==> src/rtl/player_mover.sv <==
// -----------------------------------------------------------------------------
// player_mover
//
// Movement engine for NPLAYERS sprites. Once every FRAME_DIV frames (counted
// on rising edges of EOF) each player's direction buttons are sampled, the
// sprite's top-left corner is stepped by STEP pixels on each axis that has a
// net direction, and the result is clamped to the HACTIVE x VACTIVE active
// area so the whole sprite stays on screen. Facing and moving status are
// reported per player for sprite animation.
//
// Optional feature: define PLAYER_COLLISION_EN to stop players from moving
// into each other. Without it, players pass through each other and no
// comparison logic is built.
//
// Ports
//   clk         pixel clock
//   reset       synchronous, active-high reset
//   EOF         end-of-frame level from the timing generator
//   up/down/left/right [NPLAYERS]   buttons, player i on bit i
//   x_pos/y_pos [NPLAYERS*COORD_W]  player i on [i*COORD_W +: COORD_W]
//   facing [2*NPLAYERS]             per player: 0=down 1=up 2=left 3=right
//   moving [NPLAYERS]               player moved at the last update
//   frame_tick                      one-cycle pulse on each EOF rising edge
// -----------------------------------------------------------------------------
module player_mover #(
  parameter int NPLAYERS  = 2,
  parameter int COORD_W   = 11,
  parameter int HACTIVE   = 800,
  parameter int VACTIVE   = 600,
  parameter int SPRITE    = 32,
  parameter int STEP      = 2,
  parameter int FRAME_DIV = 1,
  parameter int START_X   = 32,
  parameter int START_Y   = 32,
  parameter int START_DX  = 704
) (
  input  logic                          clk,
  input  logic                          reset,
  input  logic                          EOF,
  input  logic [NPLAYERS-1:0]           up,
  input  logic [NPLAYERS-1:0]           down,
  input  logic [NPLAYERS-1:0]           left,
  input  logic [NPLAYERS-1:0]           right,
  output logic [NPLAYERS*COORD_W-1:0]   x_pos,
  output logic [NPLAYERS*COORD_W-1:0]   y_pos,
  output logic [2*NPLAYERS-1:0]         facing,
  output logic [NPLAYERS-1:0]           moving,
  output logic                          frame_tick
);

  // One extra bit of headroom so add/subtract never wraps before clamping.
  localparam int CW1 = COORD_W + 1;
  typedef logic [CW1-1:0]     wide_t;
  typedef logic [COORD_W-1:0] coord_t;

  localparam wide_t  X_MAX_W  = wide_t'(HACTIVE - SPRITE);
  localparam wide_t  Y_MAX_W  = wide_t'(VACTIVE - SPRITE);
  localparam coord_t X_MAX_N  = coord_t'(HACTIVE - SPRITE);
  localparam coord_t Y_MAX_N  = coord_t'(VACTIVE - SPRITE);
  localparam wide_t  STEP_W   = wide_t'(STEP);

  localparam logic [1:0] FACE_DOWN  = 2'd0;
  localparam logic [1:0] FACE_UP    = 2'd1;
  localparam logic [1:0] FACE_LEFT  = 2'd2;
  localparam logic [1:0] FACE_RIGHT = 2'd3;

  localparam int CNT_W = (FRAME_DIV > 1) ? $clog2(FRAME_DIV) : 1;
  localparam logic [CNT_W-1:0] CNT_LAST = CNT_W'(FRAME_DIV - 1);

  // ---------------------------------------------------------------------------
  // Frame detection and update divider
  // ---------------------------------------------------------------------------
  logic             eof_q_reg;
  logic [CNT_W-1:0] count_reg;
  logic             tick;
  logic             update;

  assign tick       = EOF & ~eof_q_reg;
  assign update     = tick & (count_reg == CNT_LAST);
  assign frame_tick = tick;

  always_ff @(posedge clk) begin
    if (reset) begin
      eof_q_reg <= 1'b0;
      count_reg <= '0;
    end else begin
      eof_q_reg <= EOF;
      if (tick) begin
        count_reg <= (count_reg == CNT_LAST) ? '0 : count_reg + CNT_W'(1);
      end
    end
  end

  // ---------------------------------------------------------------------------
  // Player state
  // ---------------------------------------------------------------------------
  coord_t     x_reg      [NPLAYERS];
  coord_t     y_reg      [NPLAYERS];
  logic [1:0] facing_reg [NPLAYERS];
  logic [NPLAYERS-1:0] moving_reg;

  // Net direction per axis: opposing buttons cancel.
  logic [NPLAYERS-1:0] h_neg, h_pos, v_neg, v_pos;
  assign h_neg = left  & ~right;
  assign h_pos = right & ~left;
  assign v_neg = up    & ~down;
  assign v_pos = down  & ~up;

  // Tentative (wall-clamped) positions, ignoring other players.
  coord_t tx [NPLAYERS];
  coord_t ty [NPLAYERS];

  always_comb begin
    for (int i = 0; i < NPLAYERS; i++) begin
      tx[i] = x_reg[i];
      ty[i] = y_reg[i];
      if (h_neg[i]) begin
        tx[i] = ({1'b0, x_reg[i]} < STEP_W) ? '0
                                             : coord_t'({1'b0, x_reg[i]} - STEP_W);
      end else if (h_pos[i]) begin
        tx[i] = ({1'b0, x_reg[i]} > (X_MAX_W - STEP_W)) ? X_MAX_N
                                             : coord_t'({1'b0, x_reg[i]} + STEP_W);
      end
      if (v_neg[i]) begin
        ty[i] = ({1'b0, y_reg[i]} < STEP_W) ? '0
                                             : coord_t'({1'b0, y_reg[i]} - STEP_W);
      end else if (v_pos[i]) begin
        ty[i] = ({1'b0, y_reg[i]} > (Y_MAX_W - STEP_W)) ? Y_MAX_N
                                             : coord_t'({1'b0, y_reg[i]} + STEP_W);
      end
    end
  end

  // Final positions after optional player-player blocking.
  coord_t fx [NPLAYERS];
  coord_t fy [NPLAYERS];

`ifdef PLAYER_COLLISION_EN
  localparam coord_t SPRITE_N = coord_t'(SPRITE);

  // Two SPRITE boxes overlap when both separations are strictly below SPRITE;
  // touching edges (separation == SPRITE) is allowed.
  function automatic logic boxes_overlap(input coord_t ax, input coord_t ay,
                                         input coord_t bx, input coord_t by);
    coord_t dx;
    coord_t dy;
    dx = (ax > bx) ? ax - bx : bx - ax;
    dy = (ay > by) ? ay - by : by - ay;
    return (dx < SPRITE_N) && (dy < SPRITE_N);
  endfunction

  logic [NPLAYERS-1:0] block_x, block_y;

  // Every decision uses pre-update positions and other players' unblocked
  // tentative moves, so the outcome is independent of player index order.
  // Each axis is tested on its own so a blocked diagonal can still slide.
  always_comb begin
    block_x = '0;
    block_y = '0;
    for (int i = 0; i < NPLAYERS; i++) begin
      for (int j = 0; j < NPLAYERS; j++) begin
        if (i != j) begin
          if (boxes_overlap(tx[i], y_reg[i], x_reg[j], y_reg[j]) ||
              boxes_overlap(tx[i], y_reg[i], tx[j],    ty[j])) begin
            block_x[i] = 1'b1;
          end
          if (boxes_overlap(x_reg[i], ty[i], x_reg[j], y_reg[j]) ||
              boxes_overlap(x_reg[i], ty[i], tx[j],    ty[j])) begin
            block_y[i] = 1'b1;
          end
        end
      end
    end
  end

  always_comb begin
    for (int i = 0; i < NPLAYERS; i++) begin
      fx[i] = block_x[i] ? x_reg[i] : tx[i];
      fy[i] = block_y[i] ? y_reg[i] : ty[i];
    end
  end
`else
  always_comb begin
    for (int i = 0; i < NPLAYERS; i++) begin
      fx[i] = tx[i];
      fy[i] = ty[i];
    end
  end
`endif

  // ---------------------------------------------------------------------------
  // State update: only on update; everything holds between updates.
  // Facing follows the requested direction even when blocked, so a player
  // pushing into a wall or another player turns but reports moving=0.
  // ---------------------------------------------------------------------------
  always_ff @(posedge clk) begin
    if (reset) begin
      for (int i = 0; i < NPLAYERS; i++) begin
        x_reg[i]      <= coord_t'(START_X + i * START_DX);
        y_reg[i]      <= coord_t'(START_Y);
        facing_reg[i] <= FACE_DOWN;
      end
      moving_reg <= '0;
    end else if (update) begin
      for (int i = 0; i < NPLAYERS; i++) begin
        x_reg[i]      <= fx[i];
        y_reg[i]      <= fy[i];
        moving_reg[i] <= (fx[i] != x_reg[i]) || (fy[i] != y_reg[i]);
        // Horizontal takes priority over vertical on a diagonal.
        if (h_neg[i]) begin
          facing_reg[i] <= FACE_LEFT;
        end else if (h_pos[i]) begin
          facing_reg[i] <= FACE_RIGHT;
        end else if (v_neg[i]) begin
          facing_reg[i] <= FACE_UP;
        end else if (v_pos[i]) begin
          facing_reg[i] <= FACE_DOWN;
        end
      end
    end
  end

  // ---------------------------------------------------------------------------
  // Output packing
  // ---------------------------------------------------------------------------
  genvar gi;
  generate
    for (gi = 0; gi < NPLAYERS; gi++) begin : g_pack
      assign x_pos[gi*COORD_W +: COORD_W] = x_reg[gi];
      assign y_pos[gi*COORD_W +: COORD_W] = y_reg[gi];
      assign facing[2*gi +: 2]            = facing_reg[gi];
    end
  endgenerate

  assign moving = moving_reg;

endmodule

==> config.mk <==
export PLATFORM = sky130hd
export DESIGN_NAME = player_mover
export DESIGN_NICKNAME = d
export VERILOG_FILES = /design/src/rtl/player_mover.sv
export SDC_FILE = /design/constraint.sdc
export NUM_CORES = 1
export LEC_CHECK = 0
export BUFFER_PORTS_ARGS = -buffer_cell sky130_fd_sc_hd__clkbuf_2
export CAP_MARGIN = 0
export CORE_UTILIZATION = 55
export DETAILED_ROUTE_END_ITERATION = 7
export GPL_TIMING_DRIVEN = 0
export PLACE_DENSITY_LB_ADDON = 0.08
export SETUP_SLACK_MARGIN = 0.2
export SKIP_LAST_GASP = 1
export SLEW_MARGIN = 0
export SYNTH_ARGS = -nofsm -noshare
export SYNTH_HDL_FRONTEND = slang
export SYNTH_SLANG_ARGS = --single-unit
==> constraint.sdc <==
create_clock -name clk -period 4 [get_ports clk]
set_input_delay 0.4 -clock clk [delete_from_list [all_inputs] [get_ports clk]]
set_output_delay 0.4 -clock clk [all_outputs]
set_load 0.005 [all_outputs]
==> results.txt <==
----------------------------------------------------
[Drt]
  Number of vias after detailed routing ... 5190
  Antenna viol nets, final ... 0
  Via count normalized by instance count ... 6.62
  Detailed-routing iteration count for the pre-antenna-repair pass ... 5
  Residual DRC count ... 0
  Initial DRC Count ... 300
  Average wire per standard cell ... 18.3 um
  Wire length reported by the detailed router ... 14300 um

[Final layout]
  Antenna Diode Count ... 0
  Final core utilization ... 0.643
  Finished Layout Cells ... 784
  Ratio of cells with drive above 1 in the final layout ... 0.134
  Final-layout fill cell count ... 726
  Final design instance area without fill ... 5390 sq um
  Net count, final ... 697
  Post-synthesis to final-layout area growth ... 11.1%

[Placement]
  Half-perimeter wire length after placement ... 10400 um
  Routability congestion estimate from global placement ... 0.963
  Port-buffer cells ... 58
  Post-Place Cell Area ... 5280 sq um
  Placed Cells ... 776

[Floorplan]
  Core ar. ... 8380 sq um
  I/O pin count ... 62
  Die area ... 9200 sq um
  Die Wd ... 95.9 um
  Effective utilization at floorplan ... 0.579
  Overall die height ... 95.9 um
  Site Rows ... 33

[Setup path]
  Beginning of the critical path ... y_reg[0][2]$_SDFFCE_PN0P_
  Arrival time worst endpoint ... 3.63 ns
  Required arrival time at the worst endpoint ... 4.20 ns
  Sum of buffers and inverters on the critical path ... 2
  Slowest CP cell ... sky130_fd_sc_hd__nor3b_2
  Most used cell, CP ... sky130_fd_sc_hd__or4_1
  Chain of cells forming the critical path ... clkbuf_1 > inv_1 > ha_1 > nor3b_2 > and3_1 > o31ai_1 > or4_1 > or4_1 > nor4_1 > a311oi_1
  CP max FO ... 10
  Critical setup path kind ... flop to flop
  Critical path capture point type ... flop
  Reg-to-reg critical path startpoint ... y_reg[0][2]$_SDFFCE_PN0P_
  Delay of the slowest critical-path stage ... 0.55 ns
  Top delay family on crit path ... simple AND/OR/NAND/NOR gates
  Nature of the critical path startpoint ... flop

[STA]
  Normalized max-slew margin ... 0.280
  Worst clock skew ... 0.00814 ns
  Hold Violations, Final ... 0
  Setup repair after global routing missed its margin ... false
  Maximum frequency from static timing analysis ... 291 MHz
  Min Hold Slack ... 0.324 ns
  Final count of pins violating max slew ... 0
  Setup TNS ... 0 ns
  Pin slew with the least headroom to its limit ... 1.08 ns
  Final period demand of the worst path ... 3.44 ns
  Final period utilization ... 0.859
  Final setup vio count ... 0

[GRT]
  Vias in the first global route ... 4527
  Total global routing overflow ... 0
  Global router's overall resource usage ... 0.320
  First-pass GRT wire length ... 22800 um
  Largest net degree at the start of global routing ... 45
  Antenna violations before repair ... 0

[Synthesis]
  EDFF count, synth ... 48
  Simple-gate share of the synthesized area ... 0.323
  Largest family of logic cells by synthesized area ... simple AND/OR/NAND/NOR gates
  Sequential element share of the synthesized area ... 0.309
  Area fraction in compound gates after synthesis ... 0.229
  Share of flip-flops with an asynchronous set or reset after synthesis ... 0
  Flip-flop and latch count after synthesis ... 51
  Post-synthesis net count ... 632
  Count of distinct cell types in the synthesized netlist ... 73
  Synth Area in XOR/XNOR ... 0.0379
  Average cell area after synthesis ... 7.92 sq um
  Count of synthesis-stage warnings from yosys ... 0
  Adder-cell share of the synthesized area ... 0.0206
  Dominant synthesized flop cell ... sky130_fd_sc_hd__edfxtp_1
  Post-synthesis instance total ... 613
  Multiplexer share of the synthesized area ... 0.0209
  Netlist area before placement ... 4850 sq um

[Clock tree]
  Total number of clock tree sinks ... 51
  Number of buffers created by CTS ... 5
  Buffer cell driving the clock tree root ... sky130_fd_sc_hd__clkbuf_8
  TritonCTS clock tree ... yes
  CTS hold repair buffers ... 0
  Clock transition at the registers of the reported paths ... 0.10 ns
  Depth of the CTS H-tree ... 2
  Clock latency on the worst-skew pair ... 0.31 ns
  Post-CTS Repair Setup Buffers ... 0
  Number of buffers between clock root and the deepest sink ... 2
  Quantity of gates resized following cts ... 0

[Power and ir drop]
  Power density over the cells ... 276 nW/um^2
  Static leakage power ... 1.97 nW
  Max rail drop VDD ... 191 uV

[Status]
  Status ... completed

[Flow run]
  MaxCap Viol Count ... 0

[Worst hold path]
  Min-delay src ... EOF
  Worst hold path type ... input pin to flop

----------------------------------------------------
==> report_power, final <==
part           internal, mW  total (mW)  switching [mW]
Clock                 0.203       0.394           0.191
Combinational         0.156       0.425           0.268
Sequential            0.625       0.668          0.0424
==> kinds of logic after synthesis <==
group | after synthesis
simple gates | 287
compound gates | 162
buf+inv | 74
flops | 51
xor+xnor | 21
mux | 10
fa+ha+maj | 8
==> cell usage after synthesis (5+ instances only) <==
cell | n | area (sq um)
sky130_fd_sc_hd__o21ai_0 | 31 | 155
sky130_fd_sc_hd__nand3b_1 | 5 | 37.5
sky130_fd_sc_hd__or2_2 | 7 | 43.8
sky130_fd_sc_hd__mux2i_1 | 9 | 90.1
sky130_fd_sc_hd__nor2b_1 | 13 | 81.3
sky130_fd_sc_hd__xnor2_1 | 13 | 114
sky130_fd_sc_hd__nand4_1 | 10 | 62.6
sky130_fd_sc_hd__a31oi_1 | 9 | 56.3
sky130_fd_sc_hd__nor4_1 | 13 | 81.3
sky130_fd_sc_hd__a311oi_1 | 6 | 52.6
sky130_fd_sc_hd__nand2_1 | 48 | 180
sky130_fd_sc_hd__nand2b_1 | 10 | 62.6
sky130_fd_sc_hd__a21oi_1 | 36 | 180
sky130_fd_sc_hd__edfxtp_1 | 48 | 1440
sky130_fd_sc_hd__xor2_1 | 8 | 70.1
sky130_fd_sc_hd__or4_1 | 7 | 52.6
sky130_fd_sc_hd__nor3_1 | 28 | 140
sky130_fd_sc_hd__clkbuf_1 | 44 | 165
sky130_fd_sc_hd__or3_1 | 10 | 62.6
sky130_fd_sc_hd__o22ai_1 | 7 | 43.8
sky130_fd_sc_hd__o31ai_1 | 5 | 37.5
sky130_fd_sc_hd__ha_1 | 8 | 100
sky130_fd_sc_hd__nand3_1 | 19 | 95.1
sky130_fd_sc_hd__nor2_1 | 73 | 274
sky130_fd_sc_hd__and3_1 | 13 | 81.3
sky130_fd_sc_hd__a211oi_1 | 13 | 97.6
sky130_fd_sc_hd__inv_1 | 23 | 86.3
sky130_fd_sc_hd__o211ai_1 | 6 | 45.0
==> final cells by class <==
class | instances | area (sq um) | share of cell area
clock buffers | 6 | 82.6 | 0.0153
clock inverters | 2 | 35.0 | 0.00650
repair buffers | 58 | 290 | 0.0538
plain buffers | 51 | 200 | 0.0371
flip-flops and latches | 51 | 1500 | 0.278
multi-input cells | 488 | 3070 | 0.568
well taps | 105 | 131 | 0.0244
inverters | 23 | 86.3 | 0.0160
==> cells in the final DEF (no fill, tap or decap), types with 8 or more instances in the layout <==
cell type and instances:
sky130_fd_sc_hd__xnor2_1 13, sky130_fd_sc_hd__inv_1 23, sky130_fd_sc_hd__nand2b_1 10, sky130_fd_sc_hd__nor2_1 73
sky130_fd_sc_hd__a31oi_1 9, sky130_fd_sc_hd__mux2i_1 9, sky130_fd_sc_hd__edfxtp_1 48, sky130_fd_sc_hd__clkbuf_1 44
sky130_fd_sc_hd__nand2_1 48, sky130_fd_sc_hd__nor3_1 28, sky130_fd_sc_hd__nor4_1 13, sky130_fd_sc_hd__nor2b_1 13
sky130_fd_sc_hd__and3_1 13, sky130_fd_sc_hd__ha_1 8, sky130_fd_sc_hd__nand3_1 19, sky130_fd_sc_hd__a211oi_1 13
sky130_fd_sc_hd__xor2_1 8, sky130_fd_sc_hd__nand4_1 10, sky130_fd_sc_hd__or3_1 10, sky130_fd_sc_hd__clkbuf_2 58
sky130_fd_sc_hd__a21oi_1 36, sky130_fd_sc_hd__o21ai_0 31
==> metal layers <==
layer	vias up	wire length, um	global-route usage
li1	2467	-	-
met1	2402	5990	0.434
met2	288	6760	0.531
met3	33	1210	0.0316
met4	0	359	0.108
met5	-	0	0
==> final timing paths <==
| kind | to | slack (ns) | depth (start not counted) |
|---|---|---|---|
| min | eof_q_reg$_SDFF_PP0_ | 0.32 | 2 |
| max reg2reg | moving[0]$_SDFFE_PP0P_ | 0.56 | 10 |
| min reg2reg | moving[0]$_SDFFE_PP0P_ | 0.53 | 2 |
| max | moving[0]$_SDFFE_PP0P_ | 0.56 | 10 |
==> stage by stage <==
step                setup WS (ns)  total power, mW
floorplan                    1.08            0.960
finish                      0.564             1.49
global route                0.388             1.56
CTS                         0.621             1.48
detailed placement          0.661             1.09
global placement            0.728             1.09
Note: power is estimated with default switching activity, not from simulation.
